## src/rtl/keypad_scanner.sv

```systemverilog
// 5x4 matrix keypad scanner: walks an active-low column, synchronises the rows,
// debounces press and release and reports a held key as keyCode/ready/press.
module keypad_scanner #(
  parameter int unsigned SCAN_DIV     = 16,
  parameter int unsigned DEBOUNCE_CNT = 32
) (
  input  logic       clk,
  input  logic       clrn,
  output logic [4:0] key_col,
  input  logic [3:0] key_row,
  output logic [4:0] keyCode,
  output logic       ready,
  output logic       press
);

  localparam int unsigned DW = (SCAN_DIV > 1) ? $clog2(SCAN_DIV) : 1;
  localparam int unsigned BW = (DEBOUNCE_CNT > 1) ? $clog2(DEBOUNCE_CNT) : 1;
  localparam logic [DW-1:0] DWELL_LAST = DW'(SCAN_DIV - 1);
  localparam logic [BW-1:0] DEB_LAST   = BW'(DEBOUNCE_CNT - 1);

  typedef enum logic [1:0] {
    SCAN     = 2'd0,
    DEBOUNCE = 2'd1,
    HELD     = 2'd2
  } state_t;

  state_t          r_state;
  logic [2:0]      r_col_idx;
  logic [2:0]      r_cand_col;
  logic [1:0]      r_cand_row;
  logic [DW-1:0]   r_dwell;
  logic [BW-1:0]   r_deb;
  logic [3:0]      r_sync1;
  logic [3:0]      r_sync2;
  logic [4:0]      r_key_code;
  logic            r_ready;
  logic            r_press;

  logic [2:0]      w_next_col;
  logic [1:0]      w_low_row;
  logic            w_cand_bit;

  assign w_next_col = (r_col_idx == 3'd4) ? 3'd0 : r_col_idx + 3'd1;
  assign w_cand_bit = r_sync2[r_cand_row];

  // Lowest-index low row wins when several rows are pressed in one column.
  always_comb begin
    w_low_row = 2'd0;
    if (!r_sync2[0])      w_low_row = 2'd0;
    else if (!r_sync2[1]) w_low_row = 2'd1;
    else if (!r_sync2[2]) w_low_row = 2'd2;
    else                  w_low_row = 2'd3;
  end

  always_ff @(posedge clk or negedge clrn) begin
    if (!clrn) begin
      r_sync1 <= '1;
      r_sync2 <= '1;
    end else begin
      r_sync1 <= key_row;
      r_sync2 <= r_sync1;
    end
  end

  always_ff @(posedge clk or negedge clrn) begin
    if (!clrn) begin
      r_state    <= SCAN;
      r_col_idx  <= '0;
      r_cand_col <= '0;
      r_cand_row <= '0;
      r_dwell    <= '0;
      r_deb      <= '0;
      r_key_code <= '0;
      r_ready    <= 1'b0;
      r_press    <= 1'b0;
    end else begin
      r_press <= 1'b0;
      case (r_state)
        SCAN: begin
          if (r_dwell == DWELL_LAST) begin
            r_dwell <= '0;
            if (r_sync2 == 4'hF) begin
              r_col_idx <= w_next_col;
            end else begin
              r_cand_row <= w_low_row;
              r_cand_col <= r_col_idx;
              r_deb      <= '0;
              r_state    <= DEBOUNCE;
            end
          end else begin
            r_dwell <= r_dwell + 1'b1;
          end
        end
        DEBOUNCE: begin
          if (!w_cand_bit) begin
            if (r_deb == DEB_LAST) begin
              r_deb      <= '0;
              r_key_code <= {r_cand_col, 2'b00} + {3'b000, r_cand_row};
              r_ready    <= 1'b1;
              r_press    <= 1'b1;
              r_state    <= HELD;
            end else begin
              r_deb <= r_deb + 1'b1;
            end
          end else begin
            r_deb     <= '0;
            r_col_idx <= w_next_col;
            r_state   <= SCAN;
          end
        end
        HELD: begin
          // Column stays frozen here, so other keys are never sampled.
          if (w_cand_bit) begin
            if (r_deb == DEB_LAST) begin
              r_deb     <= '0;
              r_ready   <= 1'b0;
              r_col_idx <= w_next_col;
              r_state   <= SCAN;
            end else begin
              r_deb <= r_deb + 1'b1;
            end
          end else begin
            r_deb <= '0;
          end
        end
        default: r_state <= SCAN;
      endcase
    end
  end

  assign key_col = ~(5'b00001 << r_col_idx);
  assign keyCode = r_key_code;
  assign ready   = r_ready;
  assign press   = r_press;

endmodule

```

## config.mk

```make
export PLATFORM = sky130hd
export DESIGN_NAME = keypad_scanner
export DESIGN_NICKNAME = d
export VERILOG_FILES = /design/src/rtl/keypad_scanner.sv
export SDC_FILE = /design/constraint.sdc
export NUM_CORES = 1
export LEC_CHECK = 0
export ABC_AREA = 1
export CORE_AREA = 2 2 62 64
export CTS_CLUSTER_DIAMETER = 60
export DETAILED_ROUTE_END_ITERATION = 16
export DIE_AREA = 0 0 64 66
export DONT_BUFFER_PORTS = 1
export PLACE_DENSITY = 0.63
export SYNTH_ARGS = -nofsm -noshare
export SYNTH_HDL_FRONTEND = slang
export SYNTH_SLANG_ARGS = --single-unit
```

## constraint.sdc

```tcl
create_clock -name clk -period 1.74 [get_ports clk]
set_clock_uncertainty 0.05 [all_clocks]
set_input_delay 0.261 -clock clk [delete_from_list [all_inputs] [get_ports clk]]
set_output_delay 0.261 -clock clk [all_outputs]
set_load 0.05 [all_outputs]
```

# [Yosys cells after proc, flatten, opt, wreduce, memory -nomap -nowiden]
# Cells that the tools add are included.
# Widths: inputs -> output; s select.
[totals] register_bits=34 input_bits=6 out_inout_bits=12
[op_classes] addsub=4 n_lt_le_gt_ge=1 eq_ne=15 n_shift=1 n_mux=34 n_bitwise=3 n_reduce_logical=9
[op_table] op="$mux 5" count=5
[op_table] op="$mux 3" count=6
[op_table] op="$mux 2" count=8
[op_table] op="$ne 2x2->1 const B" count=8
[op_table] op="$pmux 5 s3" count=1
[op_table] op="$reduce_and 5->1" count=2
[op_table] op="$mux 1" count=9
[op_table] op="$pmux 3 s3" count=1
[op_table] op="$reduce_and 3->1" count=3
[op_table] op="$eq 4x4->1 const B" count=2
[op_table] op="$pmux 2 s3" count=1
[op_table] op="$reduce_and 6->1" count=1
[op_table] op="$add 5x1->5 const B" count=1
[op_table] op="$add 5x2->5" count=1
[op_table] op="$eq 5x5->1 const B" count=1
[op_table] op="$not 5->5" count=1
[op_table] op="$shl 1x3->5 const A" count=1
[op_table] op="$add 4x1->4 const B" count=1
[op_table] op="$mux 4" count=1
[op_table] op="$add 3x1->3 const B" count=1
[op_table] op="$eq 3x3->1 const B" count=1
[op_table] op="$lt 2x3->1 const B" count=1
[op_table] op="$ne 3x3->1 const B" count=1
[op_table] op="$reduce_bool 3->1" count=1
[op_table] op="other kinds (7)" count=8

# [Logic depth before layout (Yosys ltp)]
[logic_depth] word_depth=5 depth_mapped=11 mapped_depth_nobuf=11

# [Worst setup path after synthesis]
# No wires, ideal clock.
[synth_timing] kind="reg2reg" from="register r_deb[0]" to="register r_state[0]" setup_ns=0.121 arrival_ns=1.401 t_required_ns=1.569 slack_ns=0.168 stages_incl_launch_ff=10 cell_sequence="dfrtp_1 ha_1 nand2_1 nor2_1 ha_1 nor2_1 a21oi_1 nand3_1 o21bai_1 nand2_1"
[synth_via] elab_chain_cells=3 word_cells_on_any_way=4
[synth_lines] element="start, declared" line_no="32" source="logic [BW-1:0] r_deb;"
[synth_lines] element="start signal, assigned" line_no="103" source="r_deb <= r_deb + 1'b1;"
[synth_lines] element="start signal, assigned" line_no="120" source="r_deb <= r_deb + 1'b1;"
[synth_lines] element="$eq 5x5->1 *" line_no="96, 114"
[synth_lines] element="$ne 3x3->1 (no line) or $ne 2x2->1 (tied branches)"
[synth_lines] element="$reduce_and 5->1 (no line) *"
[synth_lines] element="end signal, assigned" line_no="101" source="r_state <= HELD;"
[synth_lines] element="end signal, assigned" line_no="108" source="r_state <= SCAN;"
[synth_lines] element="end signal, assigned" line_no="118" source="r_state <= SCAN;"
[synth_lines] element="end, declared" line_no="27" source="state_t r_state;"
# Mark *: on every way between the ends. The rest lies on a longest branch, timed or not.
# A chain may end at the register's enable or synchronous reset.

# [Worst setup path after layout]
[layout_timing] from="register r_col_idx[1]" to="output port key_col[3]"
[layout_via] elab_chain_cells=2
[layout_lines] element="start, declared" line_no="28" source="logic [2:0] r_col_idx;"
[layout_lines] element="start signal, assigned" line_no="83" source="r_col_idx <= w_next_col;"
[layout_lines] element="start signal, assigned" line_no="107" source="r_col_idx <= w_next_col;"
[layout_lines] element="start signal, assigned" line_no="117" source="r_col_idx <= w_next_col;"
[layout_lines] element="$shl 1x3->5" line_no="131" source="assign key_col = ~(5'b00001 << r_col_idx);"
[layout_lines] element="$not 5->5" line_no="131"
[layout_lines] element="end, declared" line_no="9" source="output logic [4:0] key_col,"
# Every way passes these cells.

==> parameters.txt <==
Parameter                              Value

Floorplan
  Die area    around 4200 µm²
  Boundary Pins    18
  Std-Cell Rows    22
  Overall die height    around 66 µm
  Starting utilization of the core area    between 40 and 50%
  Die W    ~64 µm
  CORE AREA    3550 µm²

Synth
  Synthesized instance count    between 150 and 200
  Simple-gate portion of the synthesized area    27.8%
  Post-synthesis area per instance    about 8.8 µm²
  Fraction of the mapped netlist area in compound gates    between 6 and 7%
  Post-synth top area cell    dfrtp_1
  Distinct cells, synth    27
  EDFF count, synth    0
  Warning count from the yosys run    0
  Flip-flop cell with the highest count after synthesis    dfrtp_1
  Sequential fraction of the synthesis area    approximately 50%
  Synthesis-stage register bit count    34
  Post-synthesis adder-cell area fraction    8.02%
  Cell area after synthesis    about 1700 µm²
  Synth Net Count    211
  Area share of the largest cell type after synthesis    between 30% and 40%
  Share of flip-flops with an asynchronous set or reset after synthesis    100%
  Most common cell in the netlist    nand2_1
  Combinational family with the most area after synthesis    simple AND/OR/NAND/NOR gates
  Top post-synthesis cells by area    dfrtp_1, nand2_1, dfstp_2
  Most instantiated cells after synthesis    nand2_1, dfrtp_1, inv_1, ha_1, nand3_1
  Multiplexer area fraction after synthesis    0%
  Post-synthesis xor/xnor area fraction    under 10%

Global route
  Maximum number of pins on one net before global-route repair    35
  Global-route wire length before repair    about 5500 µm
  Vias in the first global route    1,334
  Sum of overflow across all layers after global routing    0
  Tot GR Track Use    16.7%
  Antenna violations before repair    0

Timing
  Worst setup margin    roughly 0.053 ns
  Setup repair after global routing missed its margin    yes
  Final cycle utilization of the critical path    97.0%
  Final Slew Violations    0
  Final period demand of the worst path    ~1.7 ns
  Maximum frequency from static timing analysis    approximately 0.59 GHz
  Hold Violations, Final    0
  Fin Hold WS    0.291 ns
  Final setup vio count    0
  Remaining max-slew budget at the tightest pin    around two thirds
  Tightest Pin Transition    0.479 ns

Critical path
  WP data arrival    around 1.4 ns
  Worst Path Required    1.43 ns
  Sequence of cells on the critical path    ha_1 -> ha_2 -> clkinvlp_4
  Critical Path Slowest Stage Cell    dfrtp_1
  Worst setup path class    reg2out
  Startpoint type of the worst setup path    register
  Delay of the slowest cell on the worst path    0.43 ns
  Kind of cell with the highest combined delay on the critical path    flip-flops
  Kind of capture point of the worst setup path    output port
  Largest driver fanout on the critical path    4
  Bufs and invs on worst path    1

Clock tree
  Number of buffers on the longest clock path    2
  Clock tree from TritonCTS    built
  Clock sink count    34
  Total CTS buffers    5
  Clock root buffer master    clkbuf_4
  Insertion delay of the later-clocked pin in the worst-skew pair    roughly 0.33 ns
  Deepest level of the CTS H-tree    2
  Clock-pin transition on the worst setup and hold timing paths    0.11 ns

Route
  Via density per instance    between 4 and 5
  Number of DRC violations after detailed-routing iteration 0    55
  Routed length per instance    12.4 µm
  Final ANT Viol Nets    0
  Post-detailed-routing wire length    about 3300 µm
  Number of detailed-routing iterations run before antenna repair    4
  Drt drc    0
  Number of vias in the routed layout    1,290

Place
  Final Wtd Congestion    around 0.96
  Detailed placer's ending HPWL    ~2200 µm
  Post-Place Worst Slack    -0.0136 ns
  IO buf count    0

Power
  Fraction of power consumed by the clock network    about a fifth
  Power density relative to cell area    around 1500 nW/µm²
  Net switching component of the power    about 1.3 mW
  Internal power consumption    around 1.8 mW
  Leakage power of the design    approximately 1.0 nW
  Peak supply drop    0.775 mV
  Sw Share    a little over two fifths
  Portion of total power attributed to sequential cells    36.0%
  Combinational group share of total power    between 40 and 50%

Final layout
  Final net count    approximately 230
  Fraction of layout cells with a size suffix above 1    29.2%
  Fill cell count    approximately 300
  FF+latch area    862 µm²
  Multi-input gate area in the final layout    about 840 µm²
  Area added between synthesis and finish    21.9%
  Number of diodes    0

Outcome
  Outcome    completed

Flow run
  Number of maximum-capacitance violations    0

Hold path
  Class of the worst hold path    reg2reg
==> stage by stage <==
| stage | util [%] | area (µm²) | std cells | power [mW] | TNS (ns) |
|---|---|---|---|---|---|
| 2_1_floorplan | - | 1720 | 194 | 2.05 | 0 |
| 3_3_place_gp | 50.7 | 1800 | 245 | 2.24 | 0 |
| 3_5_place_dp | 50.7 | 1800 | 245 | 2.28 | -0.0224 |
| 4_1_cts | 55.5 | 1970 | 259 | 2.95 | 0 |
| 5_1_grt | 58.9 | 2090 | 264 | 3.31 | -0.236 |
| 6_report | 58.9 | 2090 | 264 | 3.07 | 0 |
==> state kept, by name, indices dropped and copies added, names as in the netlist, 2 cells and up <==
signal / flops
r_dwell: 4
r_deb: 5
r_state: 2
r_sync2: 4
r_col_idx: 3
r_sync1: 4
keyCode: 5
r_cand_col: 3
r_cand_row: 2
==> power groups by stage <==
| stage | sequential (mW) | clock, mW | combinational (mW) |
|---|---|---|---|
| floorplan | 1.08 | 0 | 0.972 |
| CTS | 1.10 | 0.613 | 1.23 |
| detailed placement | 1.11 | 0 | 1.17 |
| global placement | 1.10 | 0 | 1.14 |
| finish | 1.11 | 0.600 | 1.36 |
| global route | 1.13 | 0.643 | 1.54 |
==> per-layer routing <==
metal	global-route usage [%]	vias up	wire (µm)
met5	0	-	0
met2	27.5	28	1560
met3	4.60	9	134
met4	8.15	0	70
li1	-	654	-
met1	20.1	599	1510
==> cell families after synthesis <==
family | after synthesis
xor+xnor | 3
fa+ha+maj | 11
compound gates | 17
buf+inv | 27
simple gates | 102
flops | 34
==> what timing repair did <==
item | CTS | global route
hold buffers | 6 | 0
resized for setup | 5 | 24
setup buffers | 0 | 5
endpoints found under the setup margin | 6 | 19
pin swaps | 0 | 4
endpoints found under the hold margin | 38 | 0
==> final timing paths <==
check | cells past startpoint | start | to | slack [ns]
max | 3 | r_col_idx[1] | key_col[3] | 0.05
min | 0 | r_sync1[1] | r_sync2[1] | 0.29
max reg2reg | 9 | r_deb[1] | r_state[1] | 0.07
min reg2reg | 0 | r_sync1[1] | r_sync2[1] | 0.29
max in group asynchronous | 2 | clrn | r_sync1[2] | 1.07
min in group asynchronous | 2 | clrn | keyCode[3] | 0.30
==> cells in the final DEF (no fill, tap or decap), types with 5 or more instances in the layout <==
cell           netlist  routed
nand4_1              7       7
dfstp_2              8       8
buf_4                1      10
nand2_2              2       8
clkbuf_4             0       5
inv_2                2       5
inv_1               22      18
o21ai_0              6       6
dlygate4sd3_1        0       5
dfrtp_1             26      25
nand3_1              9       9
nand2_1             68      62
ha_1                11       5
==> layout make-up <==
type	instances	share of cell area, %
Multi-Input combinational cell	133	40.1
Clock inverter	1	1.44
Tap cell	48	2.87
Timing Repair Buffer	16	6.94
Inverter	25	4.79
Clock buffer	7	2.63
Sequential cell	34	41.2
==> worst register-to-register path, delay by kind of cell (launching register included) <==
family	cells	cell delay, ns
AND/OR/NAND/NOR	4	0.40
flip-flops	1	0.39
adder cells (fa/ha/maj)	2	0.39
buffers and inverters	2	0.19
AO/OA/AOI/OAI	1	0.14
Note: power is estimated with default switching activity, not from simulation.
